File: config.mk
export PLATFORM = sky130hd
export DESIGN_NAME = branch_resolve_queue
export DESIGN_NICKNAME = d
export VERILOG_FILES = /design/src/rtl/bp_pkg.sv /design/src/rtl/sat_counter.sv /design/src/rtl/branch_resolve_queue.sv
export SDC_FILE = /design/constraint.sdc
export NUM_CORES = 1
export LEC_CHECK = 0
export ABC_AREA = 1
export BUFFER_PORTS_ARGS = -buffer_cell sky130_fd_sc_hd__buf_4
export CAP_MARGIN = 30
export CELL_PAD_IN_SITES_DETAIL_PLACEMENT = 1
export CELL_PAD_IN_SITES_GLOBAL_PLACEMENT = 1
export CORE_ASPECT_RATIO = 1.1
export CORE_MARGIN = 8
export CORE_UTILIZATION = 48
export DETAILED_ROUTE_END_ITERATION = 8
export GPL_TIMING_DRIVEN = 0
export PLACE_DENSITY_LB_ADDON = 0.1
export SLEW_MARGIN = 20
export SYNTH_ARGS = -nofsm -noshare
export SYNTH_HDL_FRONTEND = slang
export SYNTH_SLANG_ARGS = --single-unit
File: constraint.sdc
create_clock -name clock -period 3.9 [get_ports clock]
set_input_delay 1.17 -clock clock [delete_from_list [all_inputs] [get_ports clock]]
set_output_delay 1.17 -clock clock [all_outputs]
set_load 0.02 [all_outputs]
File: src/rtl/bp_pkg.sv
// Shared types and default sizing for the branch-resolution path.
package bp_pkg;

   localparam int unsigned BP_IDX_W   = 4;
   localparam int unsigned BP_Q_DEPTH = 8;
   localparam int unsigned BP_CNT_W   = 16;

   // One in-flight prediction at the default index width.
   typedef struct packed {
      logic                taken;
      logic [BP_IDX_W-1:0] idx;
   } bp_entry_t;

endpackage

File: src/rtl/sat_counter.sv
// Up-counter that sticks at its all-ones value instead of wrapping.
module sat_counter #(
   parameter int unsigned W = 16
) (
   input  logic         clock,
   input  logic         reset,
   input  logic         inc,
   output logic [W-1:0] value
);

   // Count up on inc unless already saturated.
   always_ff @(posedge clock) begin
      if (reset) begin
         value <= '0;
      end else if (inc && (value != {W{1'b1}})) begin
         value <= value + W'(1);
      end
   end

endmodule

File: src/rtl/branch_resolve_queue.sv
// In-order queue of predicted-but-unresolved branches. Resolves the oldest
// entry, trains the predictor one cycle later and flushes on a mispredict.
module branch_resolve_queue
   import bp_pkg::*;
#(
   parameter int unsigned DEPTH = BP_Q_DEPTH,
   parameter int unsigned IDX_W = BP_IDX_W,
   parameter int unsigned CNT_W = BP_CNT_W
) (
   input  logic                       clock,
   input  logic                       reset,
   input  logic                       pred_valid,
   input  logic                       pred_taken,
   input  logic [IDX_W-1:0]           pred_idx,
   output logic                       pred_ready,
   input  logic                       res_valid,
   input  logic                       res_taken,
   output logic                       upd_valid,
   output logic                       upd_taken,
   output logic [IDX_W-1:0]           upd_idx,
   output logic                       mispredict,
   output logic                       empty,
   output logic [$clog2(DEPTH+1)-1:0] count,
   output logic [CNT_W-1:0]           resolved_cnt,
   output logic [CNT_W-1:0]           mispred_cnt
);

   localparam int unsigned PTR_W    = $clog2(DEPTH);
   localparam int unsigned CNT_BITS = $clog2(DEPTH+1);

   // Same layout as bp_entry_t, sized by this instance's IDX_W.
   typedef struct packed {
      logic             taken;
      logic [IDX_W-1:0] idx;
   } entry_t;

   entry_t              mem [DEPTH];
   logic [PTR_W-1:0]    head_q;
   logic [PTR_W-1:0]    tail_q;
   logic [CNT_BITS-1:0] count_q;

   entry_t head_entry;
   entry_t push_entry;
   logic   push_fire;
   logic   res_fire;
   logic   mis_fire;

   assign count      = count_q;
   assign empty      = (count_q == '0);
   // No full-bypass: a same-cycle resolve does not open a slot.
   assign pred_ready = (count_q != CNT_BITS'(DEPTH));

   // Decode handshakes and the mispredict condition for this cycle.
   always_comb begin
      head_entry       = mem[head_q];
      push_entry.taken = pred_taken;
      push_entry.idx   = pred_idx;
      push_fire        = pred_valid & pred_ready;
      res_fire         = res_valid & ~empty;
      mis_fire         = res_fire & (res_taken != head_entry.taken);
   end

   // Pointer and occupancy update; a mispredict discards all younger work.
   always_ff @(posedge clock) begin
      if (reset) begin
         head_q  <= '0;
         tail_q  <= '0;
         count_q <= '0;
      end else begin
         if (res_fire) begin
            head_q <= head_q + PTR_W'(1);
         end
         if (mis_fire) begin
            tail_q  <= head_q + PTR_W'(1);
            count_q <= '0;
         end else begin
            if (push_fire) begin
               tail_q <= tail_q + PTR_W'(1);
            end
            count_q <= count_q + CNT_BITS'(push_fire) - CNT_BITS'(res_fire);
         end
      end
   end

   // Entry storage; contents are don't-care until written, so no reset.
   always_ff @(posedge clock) begin
      if (push_fire && !mis_fire) begin
         mem[tail_q] <= push_entry;
      end
   end

   // Registered training and flush outputs; taken/idx hold between resolves.
   always_ff @(posedge clock) begin
      if (reset) begin
         upd_valid  <= 1'b0;
         upd_taken  <= 1'b0;
         upd_idx    <= '0;
         mispredict <= 1'b0;
      end else begin
         upd_valid  <= res_fire;
         mispredict <= mis_fire;
         if (res_fire) begin
            upd_taken <= res_taken;
            upd_idx   <= head_entry.idx;
         end
      end
   end

   sat_counter #(
      .W (CNT_W)
   ) u_resolved_cnt (
      .clock (clock),
      .reset (reset),
      .inc   (res_fire),
      .value (resolved_cnt)
   );

   sat_counter #(
      .W (CNT_W)
   ) u_mispred_cnt (
      .clock (clock),
      .reset (reset),
      .inc   (mis_fire),
      .value (mispred_cnt)
   );

endmodule

**Yosys cells after proc, flatten, opt, wreduce, memory -nomap -nowiden**

Memory sizes are Yosys's and may differ from the RTL's. A register that Yosys moved wholly into a read port is not among the register bits.
Cells that the tools add are included.

- Equality and inequality tests: 4
- Add/sub/neg operators: 6
- Bitwise logic cells: 4
- Mux-type cells: 6
- Reductions and logical operators: 7

Operators with widths:

| cell | count |
|---|---|
| $add 16x1->16 const B | 2 |
| $ne 16x16->1 const B | 2 |
| $mux 3 | 4 |
| $add 3x1->3 const B | 2 |
| $add 4x1->4 | 1 |
| $logic_not 4->1 | 1 |
| $ne 4x4->1 const B | 1 |
| $sub 4x1->4 | 1 |
| $and 1x1->1 | 3 |
| $logic_and 1x1->1 | 3 |
| $mux 1 | 2 |
| $reduce_bool 2->1 | 1 |
| $reduce_or 2->1 | 1 |
| $logic_not 1->1 | 1 |
| $ne 1x1->1 | 1 |
| $not 1->1 | 1 |

- RAM bits: 40
- Logic and storage cells: 37
- Register bits after elaboration: 49
- Output and inout port bits: 45
- Memories kept: 1

Memory list:

| memory | words | bits a word | read ports | clocked after memory_dff | wr ports | line | RTL |
|---|---|---|---|---|---|---|---|
| mem | 8 | 5 | 1 | 1 | 1 | branch_resolve_queue.sv:37 | `entry_t mem [DEPTH];` |

**Depth between registers and ports, before layout**

- Depth after elaboration: 8
- Mapped depth: 13

**By module**

A second synthesis with hierarchy kept.

- Cells, all modules: 534
- Area total of the unflattened synthesis: 4,430.5 um2

By module, submodules not included:

| module | instances | cells an instance | sequential area each (um2) | area each (um2) |
|---|---|---|---|---|
| branch_resolve_queue | 1 | 236 | 1,601.5 | 2,571.2 |
| sat_counter | 2 | 149 | 320.3 | 929.6 |

**Worst setup path before layout**

Ideal clock, no wire load.

- Path type: input -> register
- From: input res_valid
- To: register count_q[2] (netlist: count[2])
- Data arrival time: 2.725 ns
- Required time: 3.784 ns
- Slack: 1.059 ns
- Library setup time: 0.116 ns
- Stages on the path: 10
- Path through: nand2_2 > inv_2 > buf_1 > ha_1 > inv_1 > ha_1 > inv_1 > fa_1 > xor2_1 > nor2_1

- Cells in the longest elaborated chain, start to end: 3
- Elaborated cells between the ends (all ways): 4
- Those cells by class: add/sub: 1; bitwise: 2; reduce/logical: 1

RTL lines:

| element | line | RTL |
|---|---|---|
| start: declaration | branch_resolve_queue.sv:16 | `input logic res_valid,` |
| $and 1x1->1 * | branch_resolve_queue.sv:59 | `res_fire = res_valid & ~empty;` |
| named net res_fire | branch_resolve_queue.sv:45 | `logic res_fire;` |
| branches (longest 2 deep; another with $sub 4x1->4) | -- |  |
| end signal: assignment | branch_resolve_queue.sv:80 | `count_q <= count_q + CNT_BITS'(push_fire) - CNT_BITS'(res_fire);` |
| end: declaration | branch_resolve_queue.sv:40 | `logic [CNT_BITS-1:0] count_q;` |

Mark *: on every way through the listed nets, which the timed path passes.
A chain may end at the register's enable or synchronous reset.

**Worst setup path in the final report**

Ends and elaborated chain as after synthesis.

==> qor.csv <==
metric;value;unit
status;finished clean;
total via count after detailed routing;3502;
Worst R2R Start;count[2];
reg2reg path depth;13;
GRT Total Usage;18.94;%
RD Place Congestion;0.7887;
die outline width;107.0;um
critical register-to-register path endpoint;count[2];
count of input and output buffers;53;
cell types with the largest area share after synthesis;edfxtp_1 (27%), dfxtp_1 (24%), nand2_1 (7.1%);
Syn. warnings;0;
register-to-register path setup slack;1.05;ns
slew at the pin closest to its max-slew limit;0.6867;ns
DP HPWL;8406;um
via count of the first global-routing pass;3809;
layout net count;563;
CP startpoint kind;input port;
Final Hold Slack;0.4751;ns
# IOs;55;
Final Routed Wirelength;11100;um
quantity of gates resized following cts;0;
RSZ-0062 raised after global routing;false;
fillers;1039;
Required @ worst endpoint;4.20;ns
peak fanout along the critical path;10;
area of the die;12430;um2
total core area;8874;um2
Mapped Nets;499;
ratio of cells with drive above 1 in the final layout;22.49;%
number of H-tree levels;3;
type of the tightest min-delay check;reg -> reg;
hold-fix buffers at CTS;0;
shortest clock period the worst path allows after layout;2.998;ns
largest net degree at the start of global routing;17;
leak pwr;1.972;nW
Die Span Y;116.1;um
most numerous cell types in the synthesized netlist;nand2_1 (83), dfxtp_1 (52), nor2_1 (48);
Num CTS Buffers;9;
kind of critical path;in -> reg;
clock transition at the registers of the reported paths;0.10;ns
maximum clock rate;0.3335;GHz
count of endpoints failing hold in the final timing report;0;
flops & latches, synth;92;
Worst Clk Skew;0.008498;ns
insertion delay of the later-clocked pin in the worst-skew pair;0.36;ns
largest voltage drop on the vdd net;231.7;uV
Area Growth Syn to Fin;16.33;%
normalized max-slew margin;54.05;%
total count of max-transition violations in the final report;0;
total negative slack;0;ns
area of the multi-input gates;1838;um2
number of library cell types mapped by synthesis;44;
Post-Syn Area per Cell;9.151;um2
antenna diode instance count;0;
area leader, netlist;edfxtp_1;
sequential share of the synthesized area;51.26;%
type of destination of the critical path;flop;
number of cells in the finished layout apart from fillers;661;
share of the clock period used by the worst path;76.88;%
first-pass GRT wire length;18830;um
CTS Root Cell;clkbuf_8;
netlist area before placement;4374;um2
count of clock tree sinks;92;
setup-violating endpoint count in the final report;0;
antenna violation net count after detailed routing;0;
worst hold path depth;2;
synthesized instance count;478;
Pre-antenna DRT Iters;4;
combined flip-flop and latch cell area;2242;um2
total setup buffers inserted after CTS;0;
area fraction of the dominant cell type after synthesis;27.46;%
leftover overflow at the end of global routing;0;
number of enable flip-flop cells after synthesis;40;
vias per std cell;5.298;
clock tree from TritonCTS;done;
mean routed wirelength per cell;16.79;um
starting DRC count in detailed routing;119;
Post-route DRC;0;
placed cells;645;
# rows;36;
cell area power density;564.5;nW/um2
Hold Startpoint;upd_idx[2];
most instantiated library cell after synthesis;nand2_1;
Async S/R FF share, synth;0;%
starting density of the core;49.29;%
Hold Path Sink;upd_idx[2];
antenna violations before repair;0;
data arrival time of the worst path;3.30;ns
predominant post-synthesis flop cell;dfxtp_1;
Max-Cap Viols;0;
number of buffers on the longest clock path;2;
routing by layer:
layer | part of all wire [%] | track usage [%] | up-vias
li1 | - | - | 1730
met1 | 42 | 21.12 | 1706
met2 | 54 | 35.74 | 54
met3 | 2.6 | 2.208 | 12
met4 | 1.4 | 7.418 | 0
met5 | 0 | 0 | -
critical path, cell delays in order:
cell,delay (ns)
buf_4,0.08
nand2_2,0.16
inv_2,0.19
buf_1,0.47
ha_1,0.33
inv_1,0.06
ha_1,0.16
inv_1,0.05
fa_1,0.37
xor2_1,0.15
nor2_1,0.11
final cells by class:
cell class,instances,share of cell area (%)
plain buffers,14,1.820
flip-flops and latches,92,44.06
clock inverters,7,0.9835
repair buffers,53,7.819
multi-input cells,319,36.12
clock buffers,9,2.434
inverters,53,3.959
well taps,114,2.803
worst max path at each step:
stage	from	to	cells after the start
global placement	res_valid	count[2]	11
global route	res_valid	count[2]	11
detailed placement	res_valid	count[2]	11
floorplan	res_valid	count[2]	10
CTS	res_valid	count[2]	11
finish	res_valid	count[2]	11
flip-flops by register name, indices dropped and copies added (netlist names), named ones only:
register and flops:
tail_q 3, u_mispred_cnt.value 16, mispredict 1, head_q 3, u_resolved_cnt.value 16, mem 40, upd_taken 1, upd_idx 4
upd_valid 1, count 4
placed cells by master, fill, tap and decap left out, drive strengths merged, types with 14 or more instances in the layout:
cell | netlist | layout
dfxtp | 52 | 52
o21ai | 31 | 31
a21oi | 37 | 37
nand2 | 88 | 88
edfxtp | 40 | 40
clkbuf | 5 | 14
buf | 9 | 62
inv | 52 | 54
nand3 | 43 | 43
nor2 | 51 | 51
power by group:
group	internal (W)	total [W]	switching, W
Sequential	0.00114	0.00123	0.0000852
Combinational	0.000373	0.00106	0.000687
Clock	0.000234	0.000586	0.000352
Total	0.00175	0.00287	0.00112
per-stage QoR:
step	total power (W)	setup WS [ns]	utilization [%]	area, um2
finish	0.002872	0.9017	57.35	5089
global route	0.003061	0.7665	57.35	5089
CTS	0.002911	0.8997	57.35	5089
detailed placement	0.002326	0.5152	55.39	4915
global placement	0.002265	0.5624	55.39	4915
floorplan	0.001955	1.059	-	4374
logic make-up after synthesis:
group / count (synthesis) / share of synthesized area (%)
buffers and inverters: 67 / 6.722
adders and majority gates: 11 / 3.318
xor gates and xnor gates: 19 / 3.804
AOI/OAI and AO/OA: 84 / 11.33
and+or+nand+nor: 205 / 23.57
DFF: 92 / 51.26
Note: power is estimated with default switching activity, not from simulation.
